## src/rtl/elastic_fifo_sync_if.sv

```systemverilog
// Valid/ready handshake bundle for elastic_fifo_sync: upstream ins channel, downstream outs channel.
// The FIFO takes the slave view; a producer/consumer pair (or a bench) takes the master view.
interface elastic_fifo_sync_if #(
    parameter int unsigned DATA_WIDTH = 64
);
    logic [DATA_WIDTH-1:0] ins;
    logic                  ins_valid;
    logic                  ins_ready;
    logic [DATA_WIDTH-1:0] outs;
    logic                  outs_valid;
    logic                  outs_ready;

    modport master (
        output ins, ins_valid, outs_ready,
        input  ins_ready, outs, outs_valid
    );

    modport slave (
        input  ins, ins_valid, outs_ready,
        output ins_ready, outs, outs_valid
    );
endinterface

```

## src/rtl/elastic_fifo_sync.sv

```systemverilog
// Single-clock elastic FIFO: register array with head/tail pointers and an occupancy counter.
// Ready/valid depend only on the counter, so there is no combinational path between the two sides.
module elastic_fifo_sync #(
    parameter int unsigned DATA_WIDTH = 64,
    parameter int unsigned NUM_SLOTS  = 4
) (
    input logic                clk,
    input logic                rst,
    elastic_fifo_sync_if.slave bus
);
    localparam int unsigned PtrW = (NUM_SLOTS > 1) ? $clog2(NUM_SLOTS) : 1;
    localparam int unsigned CntW = $clog2(NUM_SLOTS + 1);
    localparam logic [PtrW-1:0] LastPtr = PtrW'(NUM_SLOTS - 1);
    localparam logic [CntW-1:0] FullCnt = CntW'(NUM_SLOTS);

    logic [DATA_WIDTH-1:0] mem_q [NUM_SLOTS];
    logic [PtrW-1:0]       head_q, head_d;
    logic [PtrW-1:0]       tail_q, tail_d;
    logic [CntW-1:0]       count_q, count_d;
    logic                  push, pop;

    assign bus.ins_ready  = (count_q != FullCnt);
    assign bus.outs_valid = (count_q != '0);
    assign bus.outs       = mem_q[head_q];

    assign push = bus.ins_valid && bus.ins_ready;
    assign pop  = bus.outs_valid && bus.outs_ready;

    always_comb begin
        head_d  = head_q;
        tail_d  = tail_q;
        count_d = count_q;
        if (push) begin
            tail_d = (tail_q == LastPtr) ? '0 : tail_q + PtrW'(1);
        end
        if (pop) begin
            head_d = (head_q == LastPtr) ? '0 : head_q + PtrW'(1);
        end
        unique case ({push, pop})
            2'b10:   count_d = count_q + CntW'(1);
            2'b01:   count_d = count_q - CntW'(1);
            default: count_d = count_q;
        endcase
    end

    always_ff @(posedge clk) begin
        if (rst) begin
            head_q  <= '0;
            tail_q  <= '0;
            count_q <= '0;
        end else begin
            head_q  <= head_d;
            tail_q  <= tail_d;
            count_q <= count_d;
        end
    end

    // Storage is deliberately left out of reset; only the slot at tail is ever written.
    always_ff @(posedge clk) begin
        if (!rst && push) begin
            mem_q[tail_q] <= bus.ins;
        end
    end
endmodule

```

## src/flat_wrapper.sv

```systemverilog
// flat-port wrapper written by rule: the top's interface ports become plain ports
module elastic_fifo_sync_flat 
#(
    parameter int unsigned DATA_WIDTH = 64,
    parameter int unsigned NUM_SLOTS  = 4
)
  (clk, rst, bus_ins, bus_ins_valid, bus_outs_ready, bus_ins_ready, bus_outs, bus_outs_valid);
  elastic_fifo_sync_if #(.DATA_WIDTH(DATA_WIDTH)) bus_i ();
  input logic clk;
  input logic rst;
  input wire logic [$bits(bus_i.ins)-1:0] bus_ins;
  input wire logic [$bits(bus_i.ins_valid)-1:0] bus_ins_valid;
  input wire logic [$bits(bus_i.outs_ready)-1:0] bus_outs_ready;
  output wire logic [$bits(bus_i.ins_ready)-1:0] bus_ins_ready;
  output wire logic [$bits(bus_i.outs)-1:0] bus_outs;
  output wire logic [$bits(bus_i.outs_valid)-1:0] bus_outs_valid;
  assign bus_i.ins = bus_ins;
  assign bus_i.ins_valid = bus_ins_valid;
  assign bus_i.outs_ready = bus_outs_ready;
  assign bus_ins_ready = bus_i.ins_ready;
  assign bus_outs = bus_i.outs;
  assign bus_outs_valid = bus_i.outs_valid;
  elastic_fifo_sync #(.DATA_WIDTH(DATA_WIDTH), .NUM_SLOTS(NUM_SLOTS)) u_core (.clk(clk), .rst(rst), .bus(bus_i));
endmodule
```

## config.mk

```make
export PLATFORM = sky130hd
export DESIGN_NAME = elastic_fifo_sync_flat
export DESIGN_NICKNAME = d
export VERILOG_FILES = /design/src/rtl/elastic_fifo_sync_if.sv /design/src/rtl/elastic_fifo_sync.sv /design/src/flat_wrapper.sv
export SDC_FILE = /design/constraint.sdc
export NUM_CORES = 1
export LEC_CHECK = 0
export CELL_PAD_IN_SITES_DETAIL_PLACEMENT = 2
export CELL_PAD_IN_SITES_GLOBAL_PLACEMENT = 2
export CORE_ASPECT_RATIO = 0.9
export CORE_MARGIN = 10
export CORE_UTILIZATION = 43
export DETAILED_ROUTE_END_ITERATION = 6
export PLACE_DENSITY_LB_ADDON = 0.15
export SETUP_SLACK_MARGIN = 0.2
export SLEW_MARGIN = 10
export SYNTH_ARGS = -nofsm -noshare
export SYNTH_HDL_FRONTEND = slang
export SYNTH_SLANG_ARGS = --single-unit
```

## constraint.sdc

```tcl
create_clock -name clk -period 7.8 [get_ports clk]
set_clock_uncertainty 0.05 [all_clocks]
set_input_delay 0.78 -clock clk [delete_from_list [all_inputs] [get_ports clk]]
set_output_delay 0.78 -clock clk [all_outputs]
set_load 0.1 [all_outputs]
```

==> flow_summary.json, run 1 <==
{
  "yosysTopAreaCell": "edfxtp_1",
  "io_pins": 134,
  "ys_types": 25,
  "post_cts_buffers": 0,
  "die_h_um": 163,
  "max_freq_mhz": 224,
  "numCtsBuffers": 28,
  "cts_hold_buffers": 0,
  "cts_num_sinks": 265,
  "slowest_stage": "clkdlybuf4s50_1",
  "ys_seq_elements": 265,
  "cts.clk_slew.worst_paths_ns": 0.06,
  "drc": 0,
  "placed_area_um2": 11400,
  "grt_overflow": 0,
  "fin_crit_sh_pct": 57.3,
  "area_growth_pct": 26.5,
  "critical_path.cell_chain": "buf_4 -> mux4_2 -> clkdlybuf4s50_1",
  "worstPathRequired_ns": 6.97,
  "vias_per_cell": 5.23,
  "drive_above_1_share_pct": 21.7,
  "powerDensity_nw_per_um2": 370,
  "htree_levels": 1,
  "wire_per_inst_um": 26.1,
  "tns_ns": 0,
  "antenna_found_initial": 3,
  "crit_type": "reg -> out",
  "hold_viol_final": 0,
  "cap_violations": 0,
  "hold_path_class": "reg -> reg",
  "synth.cell_area_um2": 9730,
  "period_needed_ns": 4.47,
  "maxSlewHeadroom_pct": 29.8,
  "setup_viol": 0,
  "outcome": "complete, no violations",
  "postLayoutCellArea_um2": 12300,
  "ctsResizeCount": 0,
  "final_antenna_net_count": 0,
  "cts_tree": "yes",
  "synth-seq-area-share_pct": 80.8,
  "synth.avg_cell_area_um2": 25.3,
  "end_kind": "output port",
  "die-area_um2": 29100,
  "synth_area_leaders": "edfxtp_1 79%, mux4_2 15%, dfxtp_1 1.9%",
  "slowest_delay_ns": 0.99,
  "core_area_um2": 22400,
  "drt_first_pass_iters": 4,
  "grtUsageTotal_pct": 15.5,
  "tightest_slew_ns": 1.05,
  "place_congestion": 0.688,
  "start_util_pct": 43.5,
  "grt_pass1_vias": 5194,
  "peakVddDrop_mv": 0.248,
  "fp-row-count": 52,
  "worst_setup_path_start_kind": "register",
  "ctsLongestPathBuffers": 3,
  "rsz0062_at_grt": "no",
  "cts-root-buf": "clkbuf_16",
  "port_buffers": 133,
  "path_max_fanout": 34,
  "synth_top_area_share_pct": 79.0,
  "critPathArrivalTime_ns": 3.64,
  "grt_pass1_wl_um": 33900,
  "synth_nets": 460,
  "dp_hpwl_um": 14300,
  "dr.first_iter.drc_count": 291,
  "vias": 4499,
  "ys_warn_count": 0,
  "grt_max_degree": 65,
  "finalMaxSlewViolations": 0,
  "final_nets": 617,
  "clk_latency_ns": 0.52,
  "total_leakage_power_nw": 3.89,
  "synthCells": 385,
  "die_x_um": 179,
  "fill_cells": 1903,
  "postRouteWirelength_um": 22500
}
-- through the flow --
| stage | hold slack [ns] | power, mW | cells | utilization [%] | setup WS, ns |
|---|---|---|---|---|---|
| after detailed placement | 0.469 | 3.31 | 809 | 51.0 | 3.78 |
| after floorplan | 0.413 | 2.97 | 385 | - | 1.47 |
| after global placement | 0.410 | 3.29 | 809 | 51.0 | 3.77 |
| after CTS | 0.477 | 4.61 | 860 | 55.0 | 3.22 |
| after global routing | 0.511 | 4.71 | 860 | 55.0 | 3.09 |
| final | 0.473 | 4.55 | 861 | 55.0 | 3.33 |
-- placed cells by master (no fill, tap or decap), types with 2 or more instances in the layout --
cell type	count
a21oi_1	3
buf_4	9
bufinv_16	2
clkbuf_1	9
clkbuf_16	29
clkbuf_8	2
clkdlybuf4s50_1	133
clkinv_1	3
clkinv_2	5
dfxtp_1	7
dfxtp_4	2
edfxtp_1	256
ha_1	6
inv_1	6
mux2i_1	2
mux4_2	64
nand2b_1	2
nor2_1	5
nor3b_2	4
or3_2	2
xor2_1	2
-- state kept, by name, summed over array words and instances (netlist names), named ones only --
signal          cells
u_core.mem_q      256
u_core.count_q      3
u_core.head_q       2
u_core.tail_q       2
-- cell type report --
cell class,count,area (um2),area share [%]
timing repair buffer,142,1400,11.4
multi-input combinational,99,1750,14.2
clock inverter,11,105,0.854
antenna,1,2.50,0.0203
sequential,265,7880,64.0
clock buffer,40,787,6.39
tap,297,372,3.02
inverter,6,22.5,0.183
-- worst paths after layout --
path | end | slack (ns) | cells after the start | startpoint
worst max-delay path | bus_outs[33] | 3.33 | 3 | register
worst min-delay path | register | 0.47 | 2 | u_core.head_q[0]$_SDFFE_PP0N_
worst max register to register | u_core.count_q[2]$_SDFFE_PP0P_ | 5.43 | 8 | u_core.count_q[2]$_SDFFE_PP0P_
worst min register to register | register | 0.47 | 2 | u_core.head_q[0]$_SDFFE_PP0N_
-- logic make-up after synthesis --
group | Yosys count | synth area share, %
DFF | 265 | 80.8
muxes | 67 | 15.1
buffers and inverters | 21 | 1.44
and+or+nand+nor | 18 | 1.17
adders and majority gates | 7 | 0.977
AOI/OAI and AO/OA | 5 | 0.283
xor gates and xnor gates | 2 | 0.180
-- synth_stat cells --
master,n
nor3b_1,4
a21oi_1,3
mux4_2,64
edfxtp_1,256
clkbuf_1,1
xor2_1,2
inv_1,6
clkbuf_2,1
nand2_1,1
buf_6,7
ha_1,6
mux2_1,1
or3_2,2
o31ai_1,1
nand2_4,1
nand2b_1,2
mux2i_1,2
o21ai_0,1
fa_1,1
nor2_1,5
or3b_4,1
nor3_1,1
buf_2,6
dfxtp_1,9
or3_1,1
-- metal layers --
metal	part of all wire [%]	routed length, um	vias up	global-route usage [%]
li1	-	-	1957	-
met1	42	9420	2385	19.8
met2	51	11400	119	26.3
met3	5.5	1230	34	3.48
met4	1.8	400	4	3.49
met5	0.12	26	-	0
-- power by group --
group / internal [mW] / total [mW] / switching [mW]
logic: 0.429 / 1.53 / 1.10
clock network: 0.764 / 1.29 / 0.521
registers: 1.65 / 1.74 / 0.0829
total: 2.85 / 4.55 / 1.70
-- worst max-delay path, delay by kind of cell (launching register included) --
kind	cells	cell delay [ns]
buffers and inverters	2	1.67
multiplexers	1	0.63
flip-flops	1	0.76
No activity file was read; power rests on OpenSTA's default activity.
==> run 2: changes to the inputs <==
- CORE_UTILIZATION: 43 -> 39
- clock period: 7.8 -> 3.8 ns (I/O delays scaled with it)
==> run 2 against run 1 <==
Net effect: critical path depth is the same; final cell count grew 3.9%; die area grew 9.0%; sequential power grew 100%; routed wire length shrank 2.1%; clock-buffer cell count shrank 1; power grew 99%; sequential share of layout area grew 0.86 points.
==> flow_summary.json, run 2 (same netlist as run 1, synthesis figures left out) <==
{
  "postLayoutCoreUtil_pct": 49.8,
  "fill_cells": 2112,
  "powerDensity_nw_per_um2": 744,
  "worstRegToRegCells": 8,
  "cts.clk_slew.worst_paths_ns": 0.06,
  "max_freq_mhz": 335,
  "port_buffers": 133,
  "critical_path.cell_chain": "buf_12 -> mux4_2 -> buf_4",
  "postRouteWirelength_um": 22000,
  "dr.first_iter.drc_count": 230,
  "largest_reg_flops": 256,
  "peakVddDrop_mv": 0.463,
  "grtUsageMet1_pct": 17.6,
  "grt_pass1_vias": 5399,
  "cts_num_sinks": 265,
  "final_antenna_net_count": 0,
  "period_needed_ns": 2.98,
  "cts-root-buf": "clkbuf_16",
  "clk_latency_ns": 0.53,
  "cp_num_cells": 3,
  "postLayoutCellArea_um2": 12100,
  "slowest_delay_ns": 0.75,
  "vias": 4492,
  "drt_first_pass_iters": 4,
  "start_util_pct": 39.9,
  "drc": 0,
  "hold_depth": 1,
  "use_met3_pct": 3.64,
  "wire_per_inst_um": 24.6,
  "clockPowerShare_pct": 26.6,
  "net-switching-power_mw": 3.45,
  "numCtsBuffers": 27,
  "path_max_fanout": 35,
  "die_x_um": 187,
  "drive_above_1_share_pct": 31.5,
  "grt_overflow": 0,
  "post_cts_buffers": 0,
  "crit_type": "reg -> out",
  "busiest_layer": "met2",
  "fp-row-count": 54,
  "regMostFlops": "u_core.mem_q",
  "swShare_pct": 38.2,
  "crit_buf_inv": 2,
  "p_int_mw": 5.58,
  "hold_viol_final": 0,
  "tightest_slew_ns": 1.00,
  "cts_tree": "yes",
  "area_growth_pct": 24.8,
  "critPathArrivalTime_ns": 2.55,
  "htree_levels": 1,
  "grt_max_degree": 65,
  "fin_crit_sh_pct": 78.5,
  "met2_usage_pct": 23.8,
  "rsz0062_at_grt": "no",
  "worstPathRequired_ns": 3.37,
  "vias_per_cell": 5.02,
  "dp_hpwl_um": 13700,
  "die-area_um2": 31700,
  "hold_path_class": "in -> reg",
  "final_common_cell": "edfxtp_1",
  "placed_area_um2": 11400,
  "cts_hold_buffers": 0,
  "maxSlewHeadroom_pct": 33.1,
  "core_area_um2": 24400,
  "power.total_mw": 9.04,
  "grtUsageTotal_pct": 13.9,
  "end_kind": "output port",
  "slowest_stage": "dfxtp_4",
  "outcome": "complete, no violations",
  "ctsLongestPathBuffers": 3,
  "worst_setup_path_start_kind": "register",
  "io_pins": 134,
  "finalMaxSlewViolations": 0,
  "antenna_found_initial": 3,
  "setup_viol": 0,
  "final_nets": 616,
  "grt_pass1_wl_um": 34200,
  "total_leakage_power_nw": 3.90,
  "cp_top_family": "flip-flops",
  "die_h_um": 170,
  "cap_violations": 0,
  "final_cell_mix": "256 x edfxtp_1, 70 x buf_4, 69 x clkdlybuf4s50_1, 64 x mux4_2, 27 x clkbuf_16",
  "largestRegisters": "u_core.mem_q (256), u_core.count_q (3)",
  "pwr-share-comb_pct": 34.1,
  "ctsResizeCount": 0,
  "place_congestion": 0.669,
  "p_seq_share_pct": 39.4
}
## run 2: cell types whose count changed in the layout (fill, tap and decap cells not counted), moves of 3 or more
cell,change
buf_12,+3
buf_4,+61
clkbuf_1,+3
clkdlybuf4s50_1,-64
clkinv_2,-5
nor3b_2,-4
nor3b_4,+4
## run 2: worst paths after layout
| check | from | to | slack (ns) |
|---|---|---|---|
| max reg2reg | u_core.count_q[2]$_SDFFE_PP0P_ | u_core.count_q[2]$_SDFFE_PP0P_ | 1.35 |
| min reg2reg | u_core.tail_q[1]$_SDFFE_PP0N_ | u_core.tail_q[1]$_SDFFE_PP0N_ | 0.48 |
| min | bus_ins[27] | u_core.mem_q[3][27]$_DFFE_PP_ | 0.43 |
| max | register | bus_outs[26] | 0.82 |
## run 2: cell type report
cell class / instances / area, um2 / share of cell area (%)
diodes: 1 / 2.50 / 0.0206
clock buffers: 39 / 721 / 5.93
clock inverters: 7 / 57.6 / 0.474
inverters: 6 / 22.5 / 0.185
multi-input cells: 99 / 1770 / 14.6
flip-flops and latches: 265 / 7880 / 64.8
well taps: 336 / 420 / 3.46
repair buffers: 142 / 1280 / 10.5
## run 2: power by group through the flow
stage	registers [mW]	clock network [mW]	logic [mW]
floorplan	3.50	0	2.58
global placement	3.62	0	3.09
detailed placement	3.63	0	3.12
CTS	3.57	2.48	3.13
global route	3.60	2.59	3.20
finish	3.56	2.40	3.08
## run 2: routing by layer
layer	part of all wire (%)	vias to the layer above
met5	0.16	-
met4	2.0	4
met3	4.9	35
met2	50	128
met1	43	2372
li1	-	1953
## run 2: stage by stage
step / setup WS, ns / hold WS [ns] / cells / TNS (ns)
5_1_grt: 0.605 / 0.435 / 894 / 0
6_report: 0.816 / 0.426 / 895 / 0
3_3_place_gp: 1.28 / 0.446 / 848 / 0
2_1_floorplan: -0.168 / 0.413 / 385 / -32.27
3_5_place_dp: 1.27 / 0.478 / 848 / 0
4_1_cts: 0.718 / 0.410 / 894 / 0
